`src/rtl/addsub_accum.sv`:
```
// Accumulation stage: folds a stream of 8-bit signed/unsigned add/sub beats into
// an ACC_W-bit total, emitting sum, sticky overflow and beat count per group.
// Define ADDSUB_ACCUM_SAT_EN to saturate on overflow instead of wrapping.
module addsub_accum #(
  parameter int ACC_W   = 16,
  parameter int COUNT_W = 8
) (
  input  logic               clk,
  input  logic               reset,
  input  logic               in_valid,
  output logic               in_ready,
  input  logic [7:0]         in_data,
  input  logic               in_signed,
  input  logic               in_op,
  input  logic               in_last,
  output logic               out_valid,
  input  logic               out_ready,
  output logic [ACC_W-1:0]   out_sum,
  output logic               out_ovf,
  output logic [COUNT_W-1:0] out_count
);

  typedef enum logic [1:0] {
    IDLE  = 2'd0,
    ACCUM = 2'd1,
    HOLD  = 2'd2
  } state_e;

  localparam logic [COUNT_W-1:0] COUNT_ONE = {{(COUNT_W-1){1'b0}}, 1'b1};

  state_e             state_q, state_d;
  logic [ACC_W-1:0]   acc_q, acc_d;
  logic               ovf_q, ovf_d;
  logic [COUNT_W-1:0] count_q, count_d;

  logic               accept;
  logic [ACC_W-1:0]   ext;
  logic [ACC_W:0]     wide;
  logic [ACC_W-1:0]   res;
  logic               beat_ovf;
  logic [ACC_W-1:0]   acc_next;

  assign in_ready  = (state_q != HOLD);
  assign out_valid = (state_q == HOLD);
  assign accept    = in_valid & in_ready;

  // The output fields are the accumulator registers themselves; they only
  // change on an accepted beat or on the output handshake, so they are stable
  // for the whole HOLD period.
  assign out_sum   = acc_q;
  assign out_ovf   = ovf_q;
  assign out_count = count_q;

  // Arithmetic for the beat currently presented.
  always_comb begin
    ext  = in_signed ? {{(ACC_W-8){in_data[7]}}, in_data}
                     : {{(ACC_W-8){1'b0}}, in_data};
    wide = in_op ? ({1'b0, acc_q} - {1'b0, ext})
                 : ({1'b0, acc_q} + {1'b0, ext});
    res  = wide[ACC_W-1:0];
    // Signed: add needs equal operand signs, sub needs different ones; the
    // overflow shows as the result sign departing from the accumulator sign.
    if (in_signed) begin
      beat_ovf = ((acc_q[ACC_W-1] ^ ext[ACC_W-1]) == in_op) &&
                 (res[ACC_W-1] != acc_q[ACC_W-1]);
    end else begin
      beat_ovf = wide[ACC_W];
    end
  end

`ifdef ADDSUB_ACCUM_SAT_EN
  always_comb begin
    acc_next = res;
    if (beat_ovf) begin
      if (in_signed) begin
        // A signed overflow always moves away from zero in the accumulator's direction.
        acc_next = acc_q[ACC_W-1] ? {1'b1, {(ACC_W-1){1'b0}}}
                                  : {1'b0, {(ACC_W-1){1'b1}}};
      end else begin
        acc_next = in_op ? '0 : '1;
      end
    end
  end
`else
  assign acc_next = res;
`endif

  // NOTE: every always_comb output is given a default first so no path leaves
  // it unassigned, which would otherwise infer a latch.
  always_comb begin
    state_d = state_q;
    acc_d   = acc_q;
    ovf_d   = ovf_q;
    count_d = count_q;
    case (state_q)
      IDLE, ACCUM: begin
        if (accept) begin
          acc_d   = acc_next;
          ovf_d   = ovf_q | beat_ovf;
          count_d = (count_q == '1) ? count_q : count_q + COUNT_ONE;
          state_d = in_last ? HOLD : ACCUM;
        end
      end
      HOLD: begin
        if (out_ready) begin
          state_d = IDLE;
          acc_d   = '0;
          ovf_d   = 1'b0;
          count_d = '0;
        end
      end
      default: state_d = IDLE;
    endcase
  end

  // NOTE: sequential state uses non-blocking assignments so every flop samples
  // pre-edge values regardless of process ordering.
  always_ff @(posedge clk or posedge reset) begin
    if (reset) begin
      state_q <= IDLE;
      acc_q   <= '0;
      ovf_q   <= 1'b0;
      count_q <= '0;
    end else begin
      state_q <= state_d;
      acc_q   <= acc_d;
      ovf_q   <= ovf_d;
      count_q <= count_d;
    end
  end

endmodule

```
`config.mk`:
```
export PLATFORM = sky130hd
export DESIGN_NAME = addsub_accum
export DESIGN_NICKNAME = d
export VERILOG_FILES = /design/src/rtl/addsub_accum.sv
export SDC_FILE = /design/constraint.sdc
export NUM_CORES = 1
export LEC_CHECK = 0
export ABC_AREA = 0
export CAP_MARGIN = 40
export CORE_MARGIN = 4
export CORE_UTILIZATION = 30
export DETAILED_ROUTE_END_ITERATION = 10
export PLACE_DENSITY = 0.59
export SYNTH_ARGS = -nofsm -noshare
export SYNTH_HDL_FRONTEND = slang
export SYNTH_SLANG_ARGS = --single-unit
```
`constraint.sdc`:
```
create_clock -name clk -period 6 [get_ports clk]
set_input_delay 1.2 -clock clk [delete_from_list [all_inputs] [get_ports clk]]
set_output_delay 1.2 -clock clk [all_outputs]
set_load 0.05 [all_outputs]
```
==> Implementation_results.wiki <==
{| class="wikitable"
! Metric !! Value
|-
| Post-detailed-route count of antenna-violating nets || 0
|-
| TritonCTS Buffers || 3
|-
| Wire length of the first global-routing pass || 9.10 mm
|-
| Worst voltage drop across the vdd grid || approximately 150 uV
|-
| Root buf cell || sky130_fd_sc_hd__clkbuf_8
|-
| Share of the yosys chip area belonging to registers || 30.2%
|-
| CTS H-Tree Depth || 1
|-
| Transition at the pin with the smallest max-transition slack || between 0.8 and 0.9 ns
|-
| Initial antenna violation count || 0
|-
| Warnings, synthesis || 0
|-
| Number of gates given a new drive strength after cts || 0
|-
| Hold buffer count at cts || 0
|-
| Final Hold Slack || 0.500 ns
|-
| Routed wirelength normalized by instance count || 13.4 um
|-
| Final-report max-slew violation count || 0
|-
| Synthesized cell area || 0.00224 mm2
|-
| Setup crit start || in_data[0]
|-
| Dominant register cell in the synthesized netlist || sky130_fd_sc_hd__dfrtp_1
|-
| Die outline area || slightly below 0.009 mm2
|-
| Final WL || 5.37 mm
|-
| Per-instance average area after synthesis || 8.42 um2
|-
| Kind of end point of the critical path || register
|-
| Placed standard-cell area || 0.00274 mm2
|-
| Period utilisation layout || 69.4%
|-
| Number of distinct standard cells referenced by the synthesized netlist || 51
|-
| Placeable core region || 0.00725 mm2
|-
| IO Pins || 42
|-
| Number of buffers inserted by post-CTS setup repair || 0
|-
| Leakage power figure || 1.19 nW
|-
| Latest clock arrival within the worst-skew pair || 0.29 ns
|-
| Width of the die || between 90 and 100 um
|-
| Number of buffers added on ports || 41
|-
| Unrepaired setup endpoints after global routing || false
|-
| FF+latch count, synth || 27
|-
| Total of max-cap violations || 0
|-
| Time the final worst path needs with I/O delays and setup || approximately 4.2 ns
|-
| Largest buffer count on any clock path || 2
|-
| Max Freq || 240 MHz
|-
| Detailed route wirelength on metal2 || ~2.4 mm
|-
| Type of the tightest min-delay check || register to register
|-
| TritonCTS clock tree || yes
|-
| Maximum number of pins on one net before global-route repair || 28
|-
| First-pass DRT Iterations || 4
|-
| Worst Setup EP || out_ovf
|-
| Post-synth net total || around 300
|-
| Dpl hpwl || 4.12 mm
|-
| Number of enable flip-flop cells after synthesis || 0
|-
| Reg clk slew, reported paths || 0.11 ns
|-
| Hold Fails Final Rpt || 0
|-
| Critical R2R Launch || out_sum[0]
|-
| Worst Path Arrival || 4.36 ns
|-
| Die Y-Extent || 94.4 um
|-
| Vias in the first global route || 1904
|-
| Post-layout instance area || 0.00279 mm2
|-
| Worst Reg-to-Reg Cells || 10
|-
| Antenna diodes || 0
|-
| Maximum fanout along the worst path || 8
|-
| Highest metal layer with signal wires || met4
|-
| Initial cell density of the core || 30.9%
|-
| Setup TNS || 0 ns
|-
| Layout cell share with drive strength beyond 1 || 7.28%
|-
| Area overhead of the layout relative to synthesis || 24.4%
|-
| Crit Path Category || input pin to register
|-
| Setup-violating endpoint count in the final report || 0
|-
| Grt ovf || 0
|-
| Result of the run || completed
|-
| DR vias || 2005
|-
| Worst max-slew margin expressed relative to the limit || a little over two fifths
|-
| Fill cell total of the finished layout || 766
|-
| Type of origin of the critical path || input pin
|-
| Met3 WL post-DR || about 320 um
|-
| Number of cells produced by synthesis || 266
|-
| Setup slack of the worst register-to-register path || 3.53 ns
|-
| Async set-reset flop share out of synthesis || 100%
|-
| Final-stage net count || 338
|-
| # rows || 31
|-
| Gr usage total || ~13%
|-
| Final Wtd Congestion || 0.884
|-
| Routed met1 length || 2.60 mm
|-
| Leading post-synthesis cells by cell area || sky130_fd_sc_hd__dfrtp_1 30%, sky130_fd_sc_hd__ha_1 11%, sky130_fd_sc_hd__xnor2_1 6.3%, sky130_fd_sc_hd__o21ai_0 6.0%, sky130_fd_sc_hd__nand2_1 4.9%
|-
| Cell type with the highest aggregate area in the netlist || sky130_fd_sc_hd__dfrtp_1
|-
| Sink Count || 27
|-
| Synth top area share || 30.2%
|-
| Power density over the cells || 499 mW/mm2
|-
| Drt via density || ~5.0
|-
| Worst EP required || 6.19 ns
|-
| DRC marker count from the first detailed-route iteration || 99
|-
| Worst-case clock skew || 0.0116 ns
|-
| DR DRC count || 0
|-
| Capture instance of the worst register-to-register path || out_sum[14]
|}
-- synth_stat cells, types with 2 or more instances --
cell type,instances
sky130_fd_sc_hd__a31oi_1,6
sky130_fd_sc_hd__o31ai_1,2
sky130_fd_sc_hd__a211oi_1,3
sky130_fd_sc_hd__a21oi_1,17
sky130_fd_sc_hd__nor2b_1,4
sky130_fd_sc_hd__nand3b_1,2
sky130_fd_sc_hd__nand4_1,4
sky130_fd_sc_hd__xor2_1,9
sky130_fd_sc_hd__mux2i_1,2
sky130_fd_sc_hd__o2111ai_1,2
sky130_fd_sc_hd__ha_1,19
sky130_fd_sc_hd__nor2_2,2
sky130_fd_sc_hd__and2_4,2
sky130_fd_sc_hd__o21ai_0,27
sky130_fd_sc_hd__nor3_1,7
sky130_fd_sc_hd__inv_1,11
sky130_fd_sc_hd__xnor2_1,16
sky130_fd_sc_hd__nand2_1,29
sky130_fd_sc_hd__nand3_1,8
sky130_fd_sc_hd__mux2_2,2
sky130_fd_sc_hd__nand2b_1,4
sky130_fd_sc_hd__nor2_1,14
sky130_fd_sc_hd__a21o_1,6
sky130_fd_sc_hd__dfrtp_1,27
sky130_fd_sc_hd__o21ai_1,5
sky130_fd_sc_hd__clkbuf_1,8
sky130_fd_sc_hd__or3_1,3
sky130_fd_sc_hd__or2_2,2
-- per-stage QoR --
| step | util (%) | power (W) | cells | setup WS, ns |
|---|---|---|---|---|
| 2_1_floorplan | - | 0.00103 | 266 | 2.37 |
| 3_3_place_gp | 37.7 | 0.00128 | 397 | 1.62 |
| 3_5_place_dp | 37.7 | 0.00128 | 397 | 1.57 |
| 4_1_cts | 38.4 | 0.00140 | 401 | 1.89 |
| 5_1_grt | 38.4 | 0.00151 | 401 | 1.53 |
| 6_report | 38.4 | 0.00139 | 401 | 1.83 |
-- cells by family (layout without fill, tap and decap cells) --
| logic type | count (synthesis) | in the layout | share of synthesized area [%] |
|---|---|---|---|
| multiplexers | 4 | 4 | 1.90 |
| adder cells (fa/ha/maj) | 20 | 20 | 11.5 |
| buffers and inverters | 22 | 58 | 4.02 |
| XOR/XNOR | 25 | 25 | 9.78 |
| flip-flops | 27 | 27 | 30.2 |
| AND/OR/NAND/NOR | 88 | 88 | 20.1 |
| AO/OA/AOI/OAI | 80 | 80 | 22.6 |
-- worst max-delay path, stage by stage --
cell and delay [ns]:
sky130_fd_sc_hd__clkdlybuf4s50_1 0.51, sky130_fd_sc_hd__inv_1 0.05, sky130_fd_sc_hd__ha_1 0.19, sky130_fd_sc_hd__nor2b_1 0.16
sky130_fd_sc_hd__nand2_1 0.07, sky130_fd_sc_hd__nor3_1 0.05, sky130_fd_sc_hd__a211oi_1 0.41, sky130_fd_sc_hd__a31oi_1 0.13
sky130_fd_sc_hd__ha_1 0.40, sky130_fd_sc_hd__nand2_1 0.10, sky130_fd_sc_hd__nor2_1 0.42, sky130_fd_sc_hd__nor3_1 0.11
sky130_fd_sc_hd__a21oi_1 0.14, sky130_fd_sc_hd__o2111ai_1 0.13, sky130_fd_sc_hd__a21oi_1 0.18, sky130_fd_sc_hd__o31ai_2 0.08
-- layout by cell type (no fill, tap or decap), types with 3 or more instances in the layout --
master,n
sky130_fd_sc_hd__a211oi_1,3
sky130_fd_sc_hd__a21o_1,6
sky130_fd_sc_hd__a21oi_1,17
sky130_fd_sc_hd__a31oi_1,6
sky130_fd_sc_hd__clkbuf_8,3
sky130_fd_sc_hd__clkdlybuf4s50_1,41
sky130_fd_sc_hd__dfrtp_1,27
sky130_fd_sc_hd__ha_1,19
sky130_fd_sc_hd__inv_1,11
sky130_fd_sc_hd__nand2_1,29
sky130_fd_sc_hd__nand2b_1,4
sky130_fd_sc_hd__nand3_1,8
sky130_fd_sc_hd__nand4_1,4
sky130_fd_sc_hd__nor2_1,14
sky130_fd_sc_hd__nor2b_1,4
sky130_fd_sc_hd__nor3_1,7
sky130_fd_sc_hd__o21ai_0,27
sky130_fd_sc_hd__o21ai_1,5
sky130_fd_sc_hd__or3_1,3
sky130_fd_sc_hd__xnor2_1,16
sky130_fd_sc_hd__xor2_1,9
-- metal layers --
layer / vias to the layer above / global-route usage, %
li1: 1029 / -
met1: 913 / 17.0
met2: 55 / 21.0
met3: 8 / 3.03
met4: 0 / 3.73
met5: - / 0
-- area by class of cell --
class	count	area, um2	area share (%)
Inverter	12	45.0	1.62
Clock buffer	3	41.3	1.48
Timing Repair Buffer	42	418	15.0
Tap cell	99	124	4.45
Multi-Input combinational cell	217	1470	52.9
Sequential cell	27	676	24.3
Clock inverter	1	7.51	0.270
-- state kept, by name, indices dropped and copies added (netlist names) --
name	cells
out_sum	16
out_count	8
out_ovf	1
state_q	2
-- worst min path at each step --
stage,from,to,slack [ns],cells after the start
3_5_place_dp,out_ovf,out_ovf,0.48,2
5_1_grt,out_ovf,out_ovf,0.53,2
4_1_cts,out_ovf,out_ovf,0.51,2
3_3_place_gp,out_ovf,out_ovf,0.47,2
6_report,out_ovf,out_ovf,0.50,2
2_1_floorplan,state_q[1],state_q[0],0.47,1
-- power breakdown --
| group | internal [W] | switching, W | leakage, nW |
|---|---|---|---|
| registers | 0.000251 | 0.0000679 | 0.340 |
| logic | 0.000371 | 0.000585 | 0.830 |
| clock network | 0.0000475 | 0.0000685 | 0.0217 |
(Power assumes the default switching activity.)
